<file path="src/rtl/motor_pkg.sv">
// motor_pkg
// Shared definitions for the motor command dispatcher: frame and group
// sizes, the receive and status FSM state types, and the group-count helper.
package motor_pkg;

   localparam int FRAME_BYTES = 5;   // address byte + 4 payload bytes
   localparam int GROUP_SZ    = 5;   // channels reported per status byte

   typedef enum logic [0:0] {
      R_ADDR = 1'b0,
      R_PAY  = 1'b1
   } rx_state_t;

   typedef enum logic [1:0] {
      S_IDLE  = 2'd0,
      S_WAITB = 2'd1,
      S_WAITD = 2'd2,
      S_GAP   = 2'd3
   } st_state_t;

   // Number of status groups needed to cover n channels.
   function automatic int num_groups(input int n);
      return (n + GROUP_SZ - 1) / GROUP_SZ;
   endfunction

endpackage

</file>
<file path="src/rtl/cmd_fifo.sv">
// cmd_fifo
// Small register FIFO holding decoded motor commands for one channel.
// Ports:
//   clk, rst   : clock, asynchronous active-high reset
//   push, din  : write request and data (ignored when full)
//   pop        : consume the head entry (ignored when empty)
//   head       : current head entry, meaningful while empty is low
//   full/empty : occupancy flags, derived from the registered count
module cmd_fifo #(
   parameter int WIDTH = 32,
   parameter int DEPTH = 2
) (
   input  logic             clk,
   input  logic             rst,
   input  logic             push,
   input  logic             pop,
   input  logic [WIDTH-1:0] din,
   output logic [WIDTH-1:0] head,
   output logic             full,
   output logic             empty
);

   localparam int PTR_W = $clog2(DEPTH);
   localparam int CNT_W = PTR_W + 1;

   logic [WIDTH-1:0] mem_q [DEPTH];
   logic [PTR_W-1:0] rd_ptr_q;
   logic [PTR_W-1:0] wr_ptr_q;
   logic [CNT_W-1:0] cnt_q;
   logic             do_push_s;
   logic             do_pop_s;

   assign full      = (cnt_q == CNT_W'(DEPTH));
   assign empty     = (cnt_q == {CNT_W{1'b0}});
   assign do_push_s = push & ~full;
   assign do_pop_s  = pop & ~empty;
   assign head      = mem_q[rd_ptr_q];

   // Storage, pointers (wrap naturally, DEPTH is a power of two) and count.
   always_ff @(posedge clk or posedge rst) begin
      if (rst) begin
         for (int i = 0; i < DEPTH; i++) begin
            mem_q[i] <= {WIDTH{1'b0}};
         end
         rd_ptr_q <= {PTR_W{1'b0}};
         wr_ptr_q <= {PTR_W{1'b0}};
         cnt_q    <= {CNT_W{1'b0}};
      end else begin
         if (do_push_s) begin
            mem_q[wr_ptr_q] <= din;
            wr_ptr_q        <= wr_ptr_q + PTR_W'(1);
         end
         if (do_pop_s) begin
            rd_ptr_q <= rd_ptr_q + PTR_W'(1);
         end
         case ({do_push_s, do_pop_s})
            2'b10:   cnt_q <= cnt_q + CNT_W'(1);
            2'b01:   cnt_q <= cnt_q - CNT_W'(1);
            default: cnt_q <= cnt_q;
         endcase
      end
   end

endmodule

</file>
<file path="src/rtl/motor_cmd_dispatch.sv">
// motor_cmd_dispatch
// UART command dispatcher: assembles 5-byte frames (address, P0..P3) from the
// byte receiver, queues {P3,P2,P1,P0} in a per-channel FIFO, presents FIFO
// heads to the motor controllers, and reports per-channel free space to the
// host as round-robin status bytes {group[2:0], space[4:0]}.
// Ports:
//   CLK, reset          : clock, asynchronous active-high reset
//   rx_ready, rx_data   : receiver data-ready level and byte
//   tx_start, tx_data   : transmitter start pulse and status byte
//   tx_busy             : transmitter busy
//   cmd_valid/cmd_ready : per-channel head valid / pop
//   cmd_div, cmd_steps  : per-channel packed head fields
//   drop_cnt            : saturating count of discarded frames
module motor_cmd_dispatch
   import motor_pkg::*;
#(
   parameter int NUM_CH      = 10,
   parameter int DEPTH       = 2,
   parameter int DIV_W       = 15,
   parameter int STEP_W      = 17,
   parameter int TIMEOUT_CYC = 4800,
   parameter int STATUS_GAP  = 255
) (
   input  logic                     CLK,
   input  logic                     reset,
   input  logic                     rx_ready,
   input  logic [7:0]               rx_data,
   output logic                     tx_start,
   output logic [7:0]               tx_data,
   input  logic                     tx_busy,
   output logic [NUM_CH-1:0]        cmd_valid,
   input  logic [NUM_CH-1:0]        cmd_ready,
   output logic [NUM_CH*DIV_W-1:0]  cmd_div,
   output logic [NUM_CH*STEP_W-1:0] cmd_steps,
   output logic [7:0]               drop_cnt
);

   localparam int NG        = num_groups(NUM_CH);
   localparam int PAD_W     = NG * GROUP_SZ;
   localparam int PAY_BYTES = FRAME_BYTES - 1;
   localparam int TO_W      = (TIMEOUT_CYC < 1) ? 1 : $clog2(TIMEOUT_CYC + 1);
   localparam int GAP_W     = (STATUS_GAP < 1) ? 1 : $clog2(STATUS_GAP + 1);

   // ---------------- receive side ----------------
   logic            rx_ready_q;
   logic            rx_edge_s;
   rx_state_t       rx_st_q;
   logic [1:0]      idx_q;
   logic [7:0]      addr_q;
   logic [23:0]     pay_q;        // P2,P1,P0 shifted in, newest at the top
   logic [TO_W-1:0] to_cnt_q;
   logic            commit_s;
   logic [31:0]     frame_word_s;
   logic [NUM_CH-1:0] push_s;
   logic            drop_s;
   logic [7:0]      drop_cnt_q;

   logic [NUM_CH-1:0] full_s;
   logic [NUM_CH-1:0] empty_s;
   logic [31:0]       head_s [NUM_CH];

   assign rx_edge_s    = rx_ready & ~rx_ready_q;
   assign commit_s     = (rx_st_q == R_PAY) && rx_edge_s && (idx_q == 2'(PAY_BYTES - 1));
   assign frame_word_s = {rx_data, pay_q};

   // Route a committed frame to its channel; fullness is the pre-pop value.
   always_comb begin
      push_s = {NUM_CH{1'b0}};
      for (int c = 0; c < NUM_CH; c++) begin
         if (commit_s && (addr_q == 8'(c)) && !full_s[c]) begin
            push_s[c] = 1'b1;
         end else begin
            push_s[c] = 1'b0;
         end
      end
   end

   // A commit that wrote nowhere (bad address or full FIFO) is a drop.
   assign drop_s = commit_s & ~(|push_s);

   // Receive FSM: edge detect, address/payload capture, inter-byte timeout.
   always_ff @(posedge CLK or posedge reset) begin
      if (reset) begin
         rx_ready_q <= 1'b0;
         rx_st_q    <= R_ADDR;
         idx_q      <= 2'd0;
         addr_q     <= 8'd0;
         pay_q      <= 24'd0;
         to_cnt_q   <= {TO_W{1'b0}};
      end else begin
         rx_ready_q <= rx_ready;
         case (rx_st_q)
            R_ADDR: begin
               to_cnt_q <= {TO_W{1'b0}};
               if (rx_edge_s) begin
                  addr_q  <= rx_data;
                  idx_q   <= 2'd0;
                  rx_st_q <= R_PAY;
               end
            end
            R_PAY: begin
               if (rx_edge_s) begin
                  to_cnt_q <= {TO_W{1'b0}};
                  pay_q    <= {rx_data, pay_q[23:8]};
                  if (idx_q == 2'(PAY_BYTES - 1)) begin
                     idx_q   <= 2'd0;
                     rx_st_q <= R_ADDR;
                  end else begin
                     idx_q <= idx_q + 2'd1;
                  end
               end else if (to_cnt_q == TO_W'(TIMEOUT_CYC - 1)) begin
                  // Partial frame abandoned silently; not a drop.
                  to_cnt_q <= {TO_W{1'b0}};
                  idx_q    <= 2'd0;
                  rx_st_q  <= R_ADDR;
               end else begin
                  to_cnt_q <= to_cnt_q + TO_W'(1);
               end
            end
            default: begin
               rx_st_q <= R_ADDR;
            end
         endcase
      end
   end

   // Saturating drop counter.
   always_ff @(posedge CLK or posedge reset) begin
      if (reset) begin
         drop_cnt_q <= 8'd0;
      end else if (drop_s && (drop_cnt_q != 8'hFF)) begin
         drop_cnt_q <= drop_cnt_q + 8'd1;
      end
   end

   assign drop_cnt = drop_cnt_q;

   // ---------------- per-channel FIFOs ----------------
   for (genvar c = 0; c < NUM_CH; c++) begin : g_ch
      cmd_fifo #(
         .WIDTH(32),
         .DEPTH(DEPTH)
      ) u_fifo (
         .clk  (CLK),
         .rst  (reset),
         .push (push_s[c]),
         .pop  (cmd_ready[c]),
         .din  (frame_word_s),
         .head (head_s[c]),
         .full (full_s[c]),
         .empty(empty_s[c])
      );
      assign cmd_valid[c]                    = ~empty_s[c];
      assign cmd_div[c*DIV_W +: DIV_W]       = head_s[c][DIV_W-1:0];
      assign cmd_steps[c*STEP_W +: STEP_W]   = head_s[c][31:DIV_W];
   end

   // ---------------- status transmit side ----------------
   st_state_t        st_q;
   logic [2:0]       g_q;
   logic [1:0]       wb_cnt_q;
   logic [GAP_W-1:0] gap_q;
   logic             tx_start_q;
   logic [7:0]       tx_data_q;
   logic [PAD_W-1:0] space_pad_s;
   logic             any_space_s;
   logic [4:0]       grp_bits_s;
   logic [7:0]       status_byte_s;

   // Space flags padded to whole groups; missing channels read as 0.
   always_comb begin
      space_pad_s = {PAD_W{1'b0}};
      for (int c = 0; c < NUM_CH; c++) begin
         space_pad_s[c] = ~full_s[c];
      end
   end

   assign any_space_s   = |space_pad_s;
   assign grp_bits_s    = space_pad_s[int'(g_q)*GROUP_SZ +: GROUP_SZ];
   assign status_byte_s = {g_q, grp_bits_s};

   // Status FSM: send a byte, wait for the transmitter, then idle a gap.
   always_ff @(posedge CLK or posedge reset) begin
      if (reset) begin
         st_q       <= S_IDLE;
         g_q        <= 3'd0;
         wb_cnt_q   <= 2'd0;
         gap_q      <= {GAP_W{1'b0}};
         tx_start_q <= 1'b0;
         tx_data_q  <= 8'd0;
      end else begin
         tx_start_q <= 1'b0;
         case (st_q)
            S_IDLE: begin
               if (any_space_s && !tx_busy) begin
                  tx_data_q  <= status_byte_s;
                  tx_start_q <= 1'b1;
                  wb_cnt_q   <= 2'd0;
                  st_q       <= S_WAITB;
               end
            end
            S_WAITB: begin
               // Do not hang if the transmitter never reports busy.
               if (tx_busy || (wb_cnt_q == 2'd3)) begin
                  st_q <= S_WAITD;
               end else begin
                  wb_cnt_q <= wb_cnt_q + 2'd1;
               end
            end
            S_WAITD: begin
               if (!tx_busy) begin
                  gap_q <= GAP_W'(STATUS_GAP);
                  st_q  <= S_GAP;
               end
            end
            S_GAP: begin
               if (gap_q == {GAP_W{1'b0}}) begin
                  if (g_q == 3'(NG - 1)) begin
                     g_q <= 3'd0;
                  end else begin
                     g_q <= g_q + 3'd1;
                  end
                  st_q <= S_IDLE;
               end else begin
                  gap_q <= gap_q - GAP_W'(1);
               end
            end
            default: begin
               st_q <= S_IDLE;
            end
         endcase
      end
   end

   assign tx_start = tx_start_q;
   assign tx_data  = tx_data_q;

endmodule

</file>
<file path="config.mk">
export PLATFORM = sky130hd
export DESIGN_NAME = motor_cmd_dispatch
export DESIGN_NICKNAME = d
export VERILOG_FILES = /design/src/rtl/motor_pkg.sv /design/src/rtl/cmd_fifo.sv /design/src/rtl/motor_cmd_dispatch.sv
export SDC_FILE = /design/constraint.sdc
export NUM_CORES = 1
export LEC_CHECK = 0
export CAP_MARGIN = 25
export CORE_MARGIN = 2
export CORE_UTILIZATION = 57
export DETAILED_ROUTE_END_ITERATION = 8
export GPL_TIMING_DRIVEN = 0
export PLACE_DENSITY = 0.88
export SLEW_MARGIN = 20
export SYNTH_ARGS = -nofsm -noshare
export SYNTH_HDL_FRONTEND = slang
export SYNTH_SLANG_ARGS = --single-unit
</file>
<file path="constraint.sdc">
create_clock -name CLK -period 29.4 [get_ports CLK]
set_input_delay 5.88 -clock CLK [delete_from_list [all_inputs] [get_ports CLK]]
set_output_delay 5.88 -clock CLK [all_outputs]
set_load 0.01 [all_outputs]
</file>
==> results.sh <==
export IMPL_status="finished, final reports clean"
export IMPL_grt_util_all_layers=0.301
export IMPL_rsz0062_at_grt="false"
export IMPL_r2r_start="rx_st_q"
export IMPL_syn_to_final_growth_pct=21.8
export IMPL_grt_max_degree=115
export IMPL_rows=88
export IMPL_synth_seq_cells=761
export IMPL_ys_top_cells_by_count="mux2_2 (934), dfrtp_1 (761), clkbuf_1 (131)"
export IMPL_syn_num_nets=2372
export IMPL_ctsRootBufferMaster="clkbuf_16"
export IMPL_crit_family="buffers and inverters"
export IMPL_antenna_left=0
export IMPL_drtIter0Drc=1278
export IMPL_insertion_delay_ns=0.62
export IMPL_hold_end="tx_data[1]"
export IMPL_clk_pin_slew_worst_paths_ns=0.06
export IMPL_nets=2827
export IMPL_fmax_mhz=110
export IMPL_cts_hold_buf=0
export IMPL_port_buffers=368
export IMPL_grt_pass1_vias=22600
export IMPL_power_mw=2.79
export IMPL_route_detailed_drc=0
export IMPL_syn_area_um2=33500
export IMPL_slowest_stage="clkbuf_1"
export IMPL_wire_per_inst_um=25.2
export IMPL_dieWidth_um=246
export IMPL_htreeDepth=3
export IMPL_fin_ws_ns=20.33
export IMPL_io_pins=369
export IMPL_hold_depth=2
export IMPL_cts_sinks=761
export IMPL_max_stage_delay_ns=0.72
export IMPL_reg2reg_slack_ns=26.05
export IMPL_period_share=0.308
export IMPL_clockBufferDepth=3
export IMPL_overflow=0
export IMPL_final_max_slew_viol_count=0
export IMPL_die_h_um=246
export IMPL_criticalPathCategory="reg -> out"
export IMPL_cts_tree="built"
export IMPL_yosysWarnings=0
export IMPL_rr_endpoint="g_ch[9].u_fifo.mem_q[45]"
export IMPL_coreArea_um2=57900
export IMPL_cts_setup_buffers=0
export IMPL_peakVddDrop_mv=0.0499
export IMPL_die_area_um2=60700
export IMPL_synth_top_area_frac=0.569
export IMPL_hp_class="reg -> reg"
export IMPL_initial_core_util=0.578
export IMPL_syn_instance_count=2330
export IMPL_max_slew_margin_rel=0.314
export IMPL_seq_area_frac_synth=0.569
export IMPL_worst_path_most_repeated_cell="clkbuf_1"
export IMPL_num_vias=21000
export IMPL_cts_buffers=77
export IMPL_critical_path_startpoint_type="flop"
export IMPL_drive_gt1_frac=0.402
export IMPL_grt_pass1_wl_mm=137
export IMPL_crit_arrival_ns=3.19
export IMPL_antenna_found_initial=2
export IMPL_path_cells="clkbuf_1, clkbuf_1, mux2_2, clkdlybuf4s50_1"
export IMPL_gp_congestion=0.918
export IMPL_finalClockSkew_ns=0.0227
export IMPL_cp_required_ns=23.52
export IMPL_hold_violations=0
export IMPL_worstHoldStart="tx_data[1]"
export IMPL_async_reset_ff_frac=1.00
export IMPL_firstDrtPassIters=5
export IMPL_ys_flop_type="dfrtp_1"
export IMPL_wl_mm=90.7
export IMPL_yosys_area_top_type="dfrtp_1"
export IMPL_place_worst_setup_slack_ns=20.06
export IMPL_power_density_nw_per_um2=68.4
export IMPL_path_buf_inv=3
export IMPL_synth_edff_count=0
export IMPL_tightestPinTransition_ns=1.03
export IMPL_ys_types=56
export IMPL_hpwlAfterDp_mm=64.7
export IMPL_maxCapViolCount=0
export IMPL_setup_viol=0
export IMPL_fin_setup_tns_ns=0
export IMPL_syn_area_per_cell_um2=14.4
export IMPL_synthTopCellsByArea="dfrtp_1 (57%), mux2_2 (31%), clkbuf_1 (1.5%), mux2_4 (1.3%), nand2_1 (1.2%)"
export IMPL_ctsResizeCount=0
export IMPL_ff2ff_path_depth=8
export IMPL_yosysMostFrequentCell="mux2_2"
export IMPL_viasPerCell=5.82
export IMPL_cp_max_fo=10
export IMPL_power_leakage_nw=20.2
export IMPL_crit_path_end_kind="output pin"
export IMPL_post_route_min_period_ns=9.07
-- worst reg2reg max path, stage by stage (launching register included) --
cell	delay (ns)
dfrtp_1	0.43
and3b_1	0.20
buf_2	0.28
nand2_1	0.20
nor3_2	0.56
nand3_1	0.23
nor2_1	0.55
buf_2	0.41
mux2_2	0.39
-- layer usage --
layer / GRT usage / share of wire / vias to the layer above
li1: - / - / 9074
met1: 0.401 / 0.42 / 11000
met2: 0.489 / 0.48 / 673
met3: 0.0498 / 0.054 / 200
met4: 0.136 / 0.045 / 4
met5: 0 / 0.00029 / -
-- cell type report --
class                           instances  area, um^2
Sequential cell                       761       19000
Multi-Input combinational cell       1378       13600
Antenna cell                            1        2.50
Buffer                                177         779
Tap cell                              765         957
Fill cell                            3777       17200
Clock inverter                         16         188
Timing Repair Buffer                  376        3900
Clock buffer                          114        2230
Inverter                               14        60.1
-- power breakdown --
| part | switching, mW | internal (mW) | total (mW) |
|---|---|---|---|
| clock network | 0.399 | 0.557 | 0.957 |
| logic | 0.403 | 0.235 | 0.638 |
| registers | 0.0674 | 1.13 | 1.19 |
-- flip-flops by register name, summed over array words and instances, names as in the netlist, 10 cells and up --
signal	cells
g_ch.u_fifo.rd_ptr_q	10
g_ch.u_fifo.mem_q	640
g_ch.u_fifo.wr_ptr_q	10
g_ch.u_fifo.cnt_q	20
to_cnt_q	13
pay_q	24
-- through the flow --
stage,area [um^2],std cells,utilization,hold WS [ns]
floorplan,33500,2330,-,0.447
finish,40800,3602,0.704,0.487
global route,40700,3601,0.704,0.504
detailed placement,38300,3471,0.662,0.474
CTS,40700,3601,0.704,0.488
global placement,38100,3463,0.658,0.464
-- kinds of logic after synthesis --
group | count (synthesis) | share of synthesized area
xor gates and xnor gates | 71 | 0.0186
DFF | 761 | 0.569
muxes | 977 | 0.332
and+or+nand+nor | 278 | 0.0417
AOI/OAI and AO/OA | 32 | 0.00624
adders and majority gates | 20 | 0.00748
buffers and inverters | 191 | 0.0249
-- worst max-delay path by stage --
stage	from	end	slack (ns)	cells after the start
floorplan	reset	addr_q[0]	2.16	1
global placement	reset	g_ch[1].u_fifo.mem_q[25]	-4.33	2
detailed placement	rx_ready	g_ch[9].u_fifo.mem_q[49]	20.06	9
CTS	g_ch[2].u_fifo.rd_ptr_q	cmd_steps[49]	20.38	4
global route	g_ch[2].u_fifo.rd_ptr_q	cmd_steps[50]	20.24	4
finish	g_ch[2].u_fifo.rd_ptr_q	cmd_steps[50]	20.33	4
-- cell usage in the layout (no fill, tap or decap), types with 4 or more instances in the layout --
cell / Yosys / routed
buf_2: 29 / 29
clkbuf_1: 131 / 154
inv_1: 14 / 13
buf_4: 6 / 6
nand4_1: 14 / 14
and2_1: 11 / 11
or3_1: 4 / 4
nand3_1: 27 / 27
nor2b_1: 7 / 7
clkinv_2: 0 / 10
bufinv_16: 0 / 4
xnor2_1: 38 / 38
o21ai_0: 11 / 11
nand2_1: 108 / 108
xor2_1: 33 / 33
clkbuf_16: 0 / 79
buf_16: 0 / 8
mux2_2: 934 / 934
buf_1: 7 / 7
and3_1: 11 / 11
nor2_1: 43 / 43
dfrtp_1: 761 / 761
mux2_4: 29 / 29
ha_1: 20 / 20
clkbuf_8: 0 / 12
clkdlybuf4s50_1: 0 / 368
mux2_1: 11 / 11
or2_2: 11 / 11
nand2b_1: 11 / 11
(Power assumes the default switching activity.)
